File: src/rtl/if_id_skid_buffer.sv
// ============================================================================
// Module   : if_id_skid_buffer
// Purpose  : 2-entry elastic IF->ID pipeline register with flush and opcode
//            extraction. Define IFID_STALL_COUNT_EN to add the stall_cycles
//            back-pressure counter output.
// Revision : 1.0 - initial release
// ============================================================================
`default_nettype none

module if_id_skid_buffer #(
    parameter int                 PC_W      = 64,
    parameter int                 INSTR_W   = 32,
    parameter logic [INSTR_W-1:0] NOP_INSTR = 32'h6000_0000
) (
    input  logic               clk,
    input  logic               rst,
    input  logic               in_valid,
    output logic               in_ready,
    input  logic [PC_W-1:0]    in_pc,
    input  logic [INSTR_W-1:0] in_instr,
    input  logic               flush,
    output logic               out_valid,
    input  logic               out_ready,
    output logic [PC_W-1:0]    out_pc,
    output logic [INSTR_W-1:0] out_instr,
`ifdef IFID_STALL_COUNT_EN
    output logic [31:0]        stall_cycles,
`endif
    output logic [5:0]         out_opcode
);

    logic [PC_W-1:0]    slot_pc_q    [2];
    logic [PC_W-1:0]    slot_pc_d    [2];
    logic [INSTR_W-1:0] slot_instr_q [2];
    logic [INSTR_W-1:0] slot_instr_d [2];
    logic               wr_ptr_q, wr_ptr_d;
    logic               rd_ptr_q, rd_ptr_d;
    logic [1:0]         count_q,  count_d;
    logic               w_push;
    logic               w_pop;

    // Outputs depend only on registered state, so there is no in->out bypass.
    assign in_ready   = (count_q != 2'd2) & ~rst;
    assign out_valid  = (count_q != 2'd0);
    assign out_pc     = out_valid ? slot_pc_q[rd_ptr_q]    : '0;
    assign out_instr  = out_valid ? slot_instr_q[rd_ptr_q] : NOP_INSTR;
    assign out_opcode = out_instr[31:26];

    assign w_push = in_valid & in_ready;
    assign w_pop  = out_valid & out_ready;

    always_comb begin
        count_d      = count_q;
        wr_ptr_d     = wr_ptr_q;
        rd_ptr_d     = rd_ptr_q;
        slot_pc_d    = slot_pc_q;
        slot_instr_d = slot_instr_q;
        if (flush) begin
            count_d  = 2'd0;
            wr_ptr_d = 1'b0;
            rd_ptr_d = 1'b0;
        end else begin
            if (w_push) begin
                slot_pc_d[wr_ptr_q]    = in_pc;
                slot_instr_d[wr_ptr_q] = in_instr;
                wr_ptr_d               = ~wr_ptr_q;
            end
            if (w_pop) begin
                rd_ptr_d = ~rd_ptr_q;
            end
            case ({w_push, w_pop})
                2'b10:   count_d = count_q + 2'd1;
                2'b01:   count_d = count_q - 2'd1;
                default: count_d = count_q;
            endcase
        end
    end

    always_ff @(posedge clk or posedge rst) begin
        if (rst) begin
            count_q  <= 2'd0;
            wr_ptr_q <= 1'b0;
            rd_ptr_q <= 1'b0;
        end else begin
            count_q  <= count_d;
            wr_ptr_q <= wr_ptr_d;
            rd_ptr_q <= rd_ptr_d;
        end
    end

    // Slot payload is never observed while count is 0, so it needs no reset.
    always_ff @(posedge clk) begin
        slot_pc_q    <= slot_pc_d;
        slot_instr_q <= slot_instr_d;
    end

`ifdef IFID_STALL_COUNT_EN
    logic [31:0] stall_cycles_q, stall_cycles_d;

    always_comb begin
        stall_cycles_d = stall_cycles_q;
        if (out_valid && !out_ready && (stall_cycles_q != 32'hFFFF_FFFF)) begin
            stall_cycles_d = stall_cycles_q + 32'd1;
        end
    end

    always_ff @(posedge clk or posedge rst) begin
        if (rst) begin
            stall_cycles_q <= 32'd0;
        end else begin
            stall_cycles_q <= stall_cycles_d;
        end
    end

    assign stall_cycles = stall_cycles_q;
`endif

endmodule

`default_nettype wire
File: config.mk
export PLATFORM = sky130hd
export DESIGN_NAME = if_id_skid_buffer
export DESIGN_NICKNAME = d
export VERILOG_FILES = /design/src/rtl/if_id_skid_buffer.sv
export SDC_FILE = /design/constraint.sdc
export NUM_CORES = 1
export LEC_CHECK = 0
export BUFFER_PORTS_ARGS = -buffer_cell sky130_fd_sc_hd__buf_4
export CORE_MARGIN = 10
export CORE_UTILIZATION = 56
export DETAILED_ROUTE_END_ITERATION = 16
export PLACE_DENSITY = 0.85
export SKIP_CTS_REPAIR_TIMING = 1
export SYNTH_ARGS = -nofsm -noshare
export SYNTH_HDL_FRONTEND = slang
export SYNTH_SLANG_ARGS = --single-unit
File: constraint.sdc
create_clock -name clk -period 33.4 [get_ports clk]
set_clock_uncertainty 0.05 [all_clocks]
set_input_delay 5.01 -clock clk [delete_from_list [all_inputs] [get_ports clk]]
set_output_delay 5.01 -clock clk [all_outputs]
set_load 0.005 [all_outputs]
==> results.json <==
{
  "cts-htree-levels": 4,
  "setup_viol": 0,
  "clk_pin_slew_ns": 0.07,
  "startpoint_type": "primary input",
  "hpwl_um": 10900,
  "cp_slowest_cell": "buf_4",
  "clk_latency_ns": 0.42,
  "dieArea_sq_um": 18400,
  "ir_worst_vdd_mv": 0.0349,
  "slew_headroom_pct": 35.5,
  "first_global_vias": 4544,
  "drt-initial-drc-count": 262,
  "drv_slew": 0,
  "cts_tree": "yes",
  "core.rowCount": 42,
  "die_x_um": 136,
  "fp.dieH_um": 136,
  "switchingPower_mw": 0.110,
  "final_nets": 741,
  "core_area_sq_um": 13200,
  "clockPowerShare_pct": 40.7,
  "gp_congestion": 0.746,
  "yosys.area.top_type": "edfxtp_1",
  "synth-edff-count": 192,
  "tightest_slew_ns": 0.965,
  "netlist_area_sq_um": 7510,
  "fmax_mhz": 96.0,
  "critPathMaxStageDelay_ns": 0.13,
  "power_density_nw_per_um2": 55.3,
  "power.internal_mw": 0.432,
  "ys_types": 26,
  "vias": 4330,
  "ys_seq_elements": 196,
  "fill_cells": 792,
  "hold_path.class": "reg2reg",
  "rsz0062_at_grt": "false",
  "final_util_pct": 74.3,
  "arrival_ns": 5.36,
  "cp_common_cell": "buf_4",
  "synthTopCellsByCount": "edfxtp_1 (192), mux2i_1 (96), nor2_1 (96), buf_4 (11), buf_2 (7)",
  "fin_tns_setup_ns": 0,
  "p_seq_share_pct": 51.4,
  "ioPinCount": 205,
  "antenna_found_initial": 0,
  "wire_per_inst_um": 19.5,
  "grt_usage_pct": 17.2,
  "status": "complete, no violations",
  "cts.sinks": 196,
  "ant_nets": 0,
  "routed_wl_um": 16200,
  "power_leakage_nw": 3.61,
  "synth.avg_cell_area_sq_um": 17.1,
  "drc_errors": 0,
  "synthFlopType": "edfxtp_1",
  "finalInstanceArea_sq_um": 9800,
  "grt_pass1_wl_um": 24400,
  "crit_chain": "buf_4, nor2_1, buf_4",
  "grt_remaining_overflow": 0,
  "async_flop_share_pct": 2.04,
  "grt_start_max_net_pins": 56,
  "clockBufferDepth": 2,
  "swShare_pct": 20.3,
  "final_cells": 829,
  "port-buffer-count": 204,
  "start_util_pct": 56.9,
  "placed_cell_area_sq_um": 9150,
  "end_kind": "output pin",
  "numCtsBuffers": 17,
  "comb_power_share_pct": 7.8,
  "synth_top_area_share_pct": 76.8,
  "synth_area_leaders": "edfxtp_1 (77%), mux2i_1 (13%), nor2_1 (4.8%)",
  "final_layout_size_suffix_gt1_share_pct": 37.7,
  "dpl.cell_count": 797,
  "min_period_over_period_pct": 31.2,
  "post-place-ws_ns": 22.98,
  "hold_viol": 0,
  "drv_cap": 0,
  "first_pass_iters": 4,
  "timing.hold.ws_ns": 0.549,
  "worstPathMaxFanout": 5,
  "area_growth_pct": 30.5,
  "synth_fp_nets": 539,
  "ctsRootBufferMaster": "clkbuf_16",
  "antenna_cells": 0,
  "yosysSeqAreaShare_pct": 78.1,
  "yosysMostFrequentCell": "edfxtp_1",
  "yosysWarnings": 0,
  "vias_per_cell": 5.22,
  "required_ns": 28.34,
  "critPathKind": "in2out",
  "p_total_mw": 0.542,
  "synthesis.instances": 438,
  "layout_min_cycle_time_ns": 10.42,
  "setup_slack_ns": 22.98
}
power groups by stage:
stage / clock network [mW] / registers [mW] / logic (mW)
2_1_floorplan: 0 / 0.284 / 0.0204
3_3_place_gp: 0 / 0.284 / 0.0415
3_5_place_dp: 0 / 0.284 / 0.0429
4_1_cts: 0.224 / 0.279 / 0.0433
5_1_grt: 0.232 / 0.279 / 0.0464
6_report: 0.221 / 0.279 / 0.0425
cell type report:
class | instances | area [sq um] | share of cell area [%]
multi-input combinational | 213 | 1470 | 15.0
timing repair buffer | 210 | 1580 | 16.1
clock buffer | 18 | 429 | 4.38
tap | 176 | 220 | 2.25
clock inverter | 14 | 223 | 2.27
sequential | 196 | 5870 | 59.9
inverter | 2 | 7.51 | 0.0766
state kept, by name (all words and copies together) (netlist names):
register / count
slot_pc_q: 128
slot_instr_q: 64
count_q: 2
rd_ptr_q: 1
wr_ptr_q: 1
layer usage:
metal  vias to the layer above  routed length (um)  GRT usage, %
met5                         -                   0             0
met4                         0                 191          5.62
met3                        17                1660          7.60
met2                       197                8130          28.5
met1                      2093                6220          19.7
li1                       2023                   -             -
worst paths after layout:
path / start / depth (start not counted) / to / slack [ns]
worst max-delay path: rst / 3 / in_ready / 22.98
worst min-delay path: wr_ptr_q$_DFFE_PP0P_ / 2 / wr_ptr_q$_DFFE_PP0P_ / 0.55
worst max register to register: count_q[0]$_DFFE_PP0P_ / 4 / count_q[0]$_DFFE_PP0P_ / 31.07
worst min register to register: wr_ptr_q$_DFFE_PP0P_ / 2 / wr_ptr_q$_DFFE_PP0P_ / 0.55
max in group asynchronous: rst / 2 / rd_ptr_q$_DFFE_PP0P_ / 28.68
min in group asynchronous: rst / 2 / count_q[1]$_DFFE_PP0P_ / 4.44
cells in the final DEF, fill, tap and decap left out, drive strengths merged, types with 2 or more instances in the layout:
master	Yosys	routed
bufinv	0	5
clkinv	0	2
clkinvlp	0	2
nor2b	2	2
mux2i	96	96
buf	22	210
clkbuf	5	18
edfxtp	192	192
nor2	97	97
dfrtp	4	4
inv	2	7
nand2	3	3
a21oi	2	2
o21ai	2	2
worst max-delay path: cells and delay by family:
kind | cells | cell delay, ns
buf+inv | 2 | 0.25
simple gates | 1 | 0.10
kinds of logic (layout without fill, tap and decap cells):
| family | Yosys count | after routing | share of synthesized area (%) |
|---|---|---|---|
| AO/OA/AOI/OAI | 8 | 8 | 0.650 |
| multiplexers | 96 | 96 | 12.8 |
| buffers and inverters | 29 | 244 | 2.52 |
| XOR/XNOR | 1 | 1 | 0.117 |
| flip-flops | 196 | 196 | 78.1 |
| AND/OR/NAND/NOR | 108 | 108 | 5.83 |
Note: power is estimated with default switching activity, not from simulation.
